File: config.mk
export PLATFORM = sky130hd
export DESIGN_NAME = trng_ro_sampler
export DESIGN_NICKNAME = d
export VERILOG_FILES = /design/src/rtl/trng_ro_sampler.sv
export SDC_FILE = /design/constraint.sdc
export NUM_CORES = 1
export LEC_CHECK = 0
export ABC_AREA = 0
export CELL_PAD_IN_SITES_DETAIL_PLACEMENT = 2
export CELL_PAD_IN_SITES_GLOBAL_PLACEMENT = 2
export CORE_UTILIZATION = 36
export DETAILED_ROUTE_END_ITERATION = 6
export PLACE_DENSITY_LB_ADDON = 0.1
export SLEW_MARGIN = 20
export SYNTH_ARGS = -nofsm -noshare
export SYNTH_HDL_FRONTEND = slang
export SYNTH_SLANG_ARGS = --single-unit
export TNS_END_PERCENT = 50
File: constraint.sdc
create_clock -name clk -period 2.3 [get_ports clk]
set_input_delay 0.46 -clock clk [delete_from_list [all_inputs] [get_ports clk]]
set_output_delay 0.46 -clock clk [all_outputs]
set_load 0.03 [all_outputs]
File: src/rtl/trng_ro_sampler.sv
`default_nettype none
// +--------------------------------------------------------------------------+
// | trng_ro_sampler: ring-oscillator sampler with debias, health test, packer |
// | rev 1.0                                                                   |
// +--------------------------------------------------------------------------+
module trng_ro_sampler #(
    parameter int NUM_RO      = 4,
    parameter int OUT_W       = 8,
    parameter int SYNC_STAGES = 2,
    parameter int SAMPLE_DIV  = 4,
    parameter int REP_LIMIT   = 16
) (
    input  logic              clk,
    input  logic              rst_n,
    input  logic [NUM_RO-1:0] ro_in,
    output logic [NUM_RO-1:0] ro_en,
    input  logic              enable,
    input  logic              debias_en,
    output logic [OUT_W-1:0]  out_data,
    output logic              out_valid,
    input  logic              out_ready,
    output logic              health_fail
);

    localparam int DIV_W = (SAMPLE_DIV > 1) ? $clog2(SAMPLE_DIV) : 1;
    localparam int REP_W = $clog2(REP_LIMIT + 1);
    localparam int CNT_W = $clog2(OUT_W + 1);
    localparam logic [DIV_W-1:0] DIV_LAST = DIV_W'(SAMPLE_DIV - 1);
    localparam logic [REP_W-1:0] REP_MAX  = REP_W'(REP_LIMIT);
    localparam logic [CNT_W-1:0] CNT_FULL = CNT_W'(OUT_W);

    logic [NUM_RO-1:0] sync_q [SYNC_STAGES];
    logic [NUM_RO-1:0] sync_d [SYNC_STAGES];
    logic [DIV_W-1:0]  div_q, div_d;
    logic [REP_W-1:0]  rep_cnt_q, rep_cnt_d;
    logic              prev_q, prev_d;
    logic              pair_q, pair_d;
    logic              first_q, first_d;
    logic [OUT_W-1:0]  sr_q, sr_d;
    logic [CNT_W-1:0]  cnt_q, cnt_d;
    logic [OUT_W-1:0]  out_data_q, out_data_d;
    logic              out_valid_q, out_valid_d;
    logic              health_fail_q, health_fail_d;

    logic              strobe;
    logic              raw_bit;
    logic              acc_valid;
    logic              acc_bit;
    logic              full;
    logic              load;
    logic [CNT_W-1:0]  cnt_base;

    always_comb begin
        sync_d[0] = ro_in;
        for (int i = 1; i < SYNC_STAGES; i++) begin
            sync_d[i] = sync_q[i-1];
        end
    end

    always_comb begin
        strobe  = enable & ~health_fail_q & (div_q == DIV_LAST);
        raw_bit = ^sync_q[SYNC_STAGES-1];

        div_d = div_q;
        if (!enable || health_fail_q) begin
            div_d = '0;
        end else if (div_q == DIV_LAST) begin
            div_d = '0;
        end else begin
            div_d = div_q + DIV_W'(1);
        end

        // A zero count means no previous raw bit since enable rose.
        rep_cnt_d = rep_cnt_q;
        prev_d    = prev_q;
        if (!enable) begin
            rep_cnt_d = '0;
        end else if (strobe) begin
            prev_d = raw_bit;
            if (rep_cnt_q == '0 || raw_bit != prev_q) begin
                rep_cnt_d = REP_W'(1);
            end else if (rep_cnt_q != REP_MAX) begin
                rep_cnt_d = rep_cnt_q + REP_W'(1);
            end
        end
        health_fail_d = health_fail_q | (strobe & (rep_cnt_d == REP_MAX));

        acc_valid = 1'b0;
        acc_bit   = raw_bit;
        pair_d    = pair_q;
        first_d   = first_q;
        if (strobe) begin
            if (!debias_en) begin
                acc_valid = 1'b1;
            end else if (!pair_q) begin
                pair_d  = 1'b1;
                first_d = raw_bit;
            end else begin
                pair_d    = 1'b0;
                acc_valid = first_q ^ raw_bit;
                acc_bit   = first_q;
            end
        end

        // A full packer hands over when the output register frees up this edge.
        full     = enable & (cnt_q == CNT_FULL);
        load     = full & (~out_valid_q | out_ready);
        cnt_base = load ? '0 : cnt_q;
        sr_d     = sr_q;
        cnt_d    = cnt_base;
        if (acc_valid && !(full && !load)) begin
            sr_d  = {sr_q[OUT_W-2:0], acc_bit};
            cnt_d = cnt_base + CNT_W'(1);
        end

        out_data_d  = out_data_q;
        out_valid_d = out_valid_q;
        if (load) begin
            out_data_d  = sr_q;
            out_valid_d = 1'b1;
        end else if (out_valid_q && out_ready) begin
            out_valid_d = 1'b0;
        end

        if (!enable) begin
            cnt_d  = '0;
            pair_d = 1'b0;
        end
        if (health_fail_d) begin
            cnt_d       = '0;
            sr_d        = '0;
            pair_d      = 1'b0;
            out_valid_d = 1'b0;
        end
    end

    always_ff @(posedge clk or negedge rst_n) begin
        if (!rst_n) begin
            for (int i = 0; i < SYNC_STAGES; i++) begin
                sync_q[i] <= '0;
            end
            div_q         <= '0;
            rep_cnt_q     <= '0;
            prev_q        <= 1'b0;
            pair_q        <= 1'b0;
            first_q       <= 1'b0;
            sr_q          <= '0;
            cnt_q         <= '0;
            out_data_q    <= '0;
            out_valid_q   <= 1'b0;
            health_fail_q <= 1'b0;
        end else begin
            for (int i = 0; i < SYNC_STAGES; i++) begin
                sync_q[i] <= sync_d[i];
            end
            div_q         <= div_d;
            rep_cnt_q     <= rep_cnt_d;
            prev_q        <= prev_d;
            pair_q        <= pair_d;
            first_q       <= first_d;
            sr_q          <= sr_d;
            cnt_q         <= cnt_d;
            out_data_q    <= out_data_d;
            out_valid_q   <= out_valid_d;
            health_fail_q <= health_fail_d;
        end
    end

    // Oscillators stay off while reset is held, whatever enable says.
    assign ro_en       = {NUM_RO{enable & ~health_fail_q & rst_n}};
    assign out_data    = out_data_q;
    assign out_valid   = out_valid_q;
    assign health_fail = health_fail_q;

endmodule
`default_nettype wire

==> impl_results.md <==
- Post-route clock period utilization: 95.9%
- Placed cell count: 265
- Cells traversed along the worst timing path: clkdlybuf4s50_1, buf_4, nor2b_1, and2_1, buf_4
- Commonest non-fill, non-tap cells in the layout: sky130_fd_sc_hd__dfrtp_1 (40), sky130_fd_sc_hd__nand3_1 (18), sky130_fd_sc_hd__clkdlybuf4s50_1 (17)
- Period minus WS final: 2.21 ns
- I/O pin count: 23
- Maximum number of pins on one net before global-route repair: 41
- Crit end category: primary output
- Most common cell type on the critical path: sky130_fd_sc_hd__buf_4
- Final routed DRC violation total: 0
- CTS Sinks: 40
- Unrepaired setup endpoints after global routing: false
- Number of max-cap violations: 0
- Peak VDD IR: 0.347 mV
- Post-route cell area: 2360 sq um
- Combined buffer and inverter count along the critical path: 3
- Static Leak: 1.04 nW
- Post-Syn Instances: 170
- Crit Path Category: in -> out
- Global placer's final weighted congestion: 0.756
- Clock transition at path regs: 0.08 ns
- Wire length per cell after detailed routing: 17.2 um
- Number of warnings printed during yosys synthesis: 0
- Effective utilization at floorplan: 37.2%
- Inserted Clock Buffers: 5
- Total iterations of the first detailed-routing run: 4
- Final critical-path setup slack: 0.0934 ns
- Total number of vias: 1460
- Cts-stage hold buffer count: 0
- Maximum number of buffers from clock root to sink: 2
- Commonest non-fill, non-tap cell in the layout: sky130_fd_sc_hd__dfrtp_1
- First-pass GRT wire length: 7710 um
- Highest-delay cell along the critical path: sky130_fd_sc_hd__clkdlybuf4s50_1
- Post-Place Cell Area: 2250 sq um
- Worst clock skew: 0.00539 ns
- Final setup violation count: 0
- Highest attainable clock frequency: 0.453 GHz
- Share of flip-flops with an asynchronous set or reset: 100%
- Number of pins with negative max-slew slack in the final report: 0
- Vias in the first global route: 1522
- Crit path launch type: input port
- Max_slew headroom: 65.2%
- GRT Residual Overflow: 0
- Die Span Y: 74.6 um
- Total length of routed wires: 4680 um
- Insertion delay of the later-clocked pin in the worst-skew pair: 0.29 ns
- Sum of negative setup slack: 0 ns
- Number of synthesized flops with an enable pin: 0
- Final instance count without filler cells: 273
- Synthesized netlist net count: 183
- Commonest register cell after synthesis: sky130_fd_sc_hd__dfrtp_1
- Row Count: 26
- Net count, final: 215
- Number of post-CTS setup repair buffers: 0
- Detailed Place HPWL: 3330 um
- Clock tree from TritonCTS: yes
- Final Hold Fails: 0
- Distinct cell type count after synthesis: 38
- Total die area: 5570 sq um
- Post-synthesis instance area: 1900 sq um
- 1st-iter DRT viols: 69
- Share of final-layout standard cells stronger than drive strength 1: 19.2%
- Seq cells post-synth: 40
- Initial antenna violation count: 0
- Power density cells: 578 nW/um^2
- Critical path peak fanout: 7
- Clock Tree Root: sky130_fd_sc_hd__clkbuf_8
- Result of the run: finished, final reports clean
- Setup slack of the most critical reg-to-reg path: 0.25 ns
- H-tree depth: 2
- Port Buffers: 22
- Class of the worst hold path: in -> async
- Area grow syn2layout: 24.1%
- Sequential element share of the synthesized area: 52.7%
- Category of cells accounting for the largest share of critical-path delay: buffers and inverters
- Total routing resource utilization after global routing: 19.1%
- Post-route antenna net violation count: 0
- Area inside the core boundary: 5110 sq um
- Actual transition at the worst max-transition pin: 0.522 ns
- Final antenna diode count: 0
- Worst Path Arrival: 1.75 ns
- Overall power: 1.36 mW
- Number of fill cells in the layout: 527
- Syn Area/Cell: 11.2 sq um
- Vias per cell: 5.35
- Slowest Stage Delay on Critical Path: 0.51 ns
- Required time at the worst-slack endpoint: 1.84 ns
- Die width: 74.6 um
- Post_cts resized: 0
- Post-Place Setup Slack: 0.00893 ns
-- stage by stage --
step,hold slack (ns),util (%)
after floorplan,0.164,-
after global placement,0.332,44.0
after detailed placement,0.341,44.0
after CTS,0.316,46.1
after global routing,0.333,46.1
final,0.282,46.1
-- sequential cells by signal, indices dropped and copies added, names as in the netlist --
name	flops
out_data	8
rep_cnt_q	5
out_valid	1
div_q	2
sync_q	4
health_fail	1
pair_q	1
sr_q	8
sync_d	4
cnt_q	4
prev_q	1
first_q	1
-- power breakdown --
part,internal [mW],switching [mW]
Sequential,0.710,0.00303
Clock,0.322,0.243
Combinational,0.0348,0.0487
-- layer usage --
| layer | global-route usage, % | up-vias | wire length [um] |
|---|---|---|---|
| met1 | 25.4 | 752 | 2190 |
| met3 | 4.15 | 7 | 148 |
| li1 | - | 671 | - |
| met4 | 6.92 | 0 | 54 |
| met2 | 30.6 | 30 | 2290 |
| met5 | 0 | - | 0 |
-- cell usage after synthesis, types with 2 or more instances --
cell type	count	area, sq um
sky130_fd_sc_hd__a21o_1	2	15.0
sky130_fd_sc_hd__a21oi_1	16	80.1
sky130_fd_sc_hd__and2_1	3	18.8
sky130_fd_sc_hd__buf_4	4	30.0
sky130_fd_sc_hd__clkbuf_1	6	22.5
sky130_fd_sc_hd__dfrtp_1	40	1000
sky130_fd_sc_hd__ha_1	4	50.1
sky130_fd_sc_hd__inv_1	6	22.5
sky130_fd_sc_hd__mux2_2	9	101
sky130_fd_sc_hd__nand2_1	6	22.5
sky130_fd_sc_hd__nand2b_1	3	18.8
sky130_fd_sc_hd__nand3_1	18	90.1
sky130_fd_sc_hd__nand3b_1	2	15.0
sky130_fd_sc_hd__nor2_1	3	11.3
sky130_fd_sc_hd__nor2b_1	3	18.8
sky130_fd_sc_hd__nor3b_1	2	15.0
sky130_fd_sc_hd__o211ai_1	2	15.0
sky130_fd_sc_hd__o21ai_0	12	60.1
sky130_fd_sc_hd__o31ai_1	5	37.5
sky130_fd_sc_hd__or3_1	3	18.8
sky130_fd_sc_hd__xnor3_1	2	45.0
sky130_fd_sc_hd__xor2_1	3	26.3
-- path summary, 6_finish.rpt --
kind / startpoint / to / cells past startpoint
min: rst_n / rep_cnt_q[1]$_DFF_PN0_ / 2
max reg2reg: sync_q[3]$_DFF_PN0_ / cnt_q[2]$_DFF_PN0_ / 5
max: enable / ro_en[3] / 5
max in group asynchronous: rst_n / sync_q[3]$_DFF_PN0_ / 2
min in group clk: sync_d[2]$_DFF_PN0_ / sync_q[2]$_DFF_PN0_ / 0
min reg2reg: sync_d[2]$_DFF_PN0_ / sync_q[2]$_DFF_PN0_ / 0
-- worst register-to-register path, stage by stage (launching register included) --
cell                      delay [ns]
sky130_fd_sc_hd__dfrtp_1        0.40
sky130_fd_sc_hd__xnor2_2        0.27
sky130_fd_sc_hd__xnor3_1        0.39
sky130_fd_sc_hd__o21a_1         0.25
sky130_fd_sc_hd__or4_1          0.44
sky130_fd_sc_hd__a21oi_1        0.22
-- logic make-up (layout without fill, tap and decap cells) --
kind of cell	count (synthesis)	after routing	synth area share (%)
XOR/XNOR	7	7	5.08
adder cells (fa/ha/maj)	4	4	2.64
AND/OR/NAND/NOR	50	50	15.9
AO/OA/AOI/OAI	44	44	14.4
buffers and inverters	16	49	3.96
multiplexers	9	9	5.34
flip-flops	40	40	52.7
-- final cells by class --
class | count | area (sq um) | share of cell area, %
multi-input combinational | 114 | 822 | 34.9
tap | 70 | 87.6 | 3.72
timing repair buffer | 35 | 315 | 13.4
clock inverter | 2 | 35.0 | 1.49
clock buffer | 6 | 72.6 | 3.08
sequential | 40 | 1000 | 42.5
inverter | 6 | 22.5 | 0.956
Note: power is estimated with default switching activity, not from simulation.
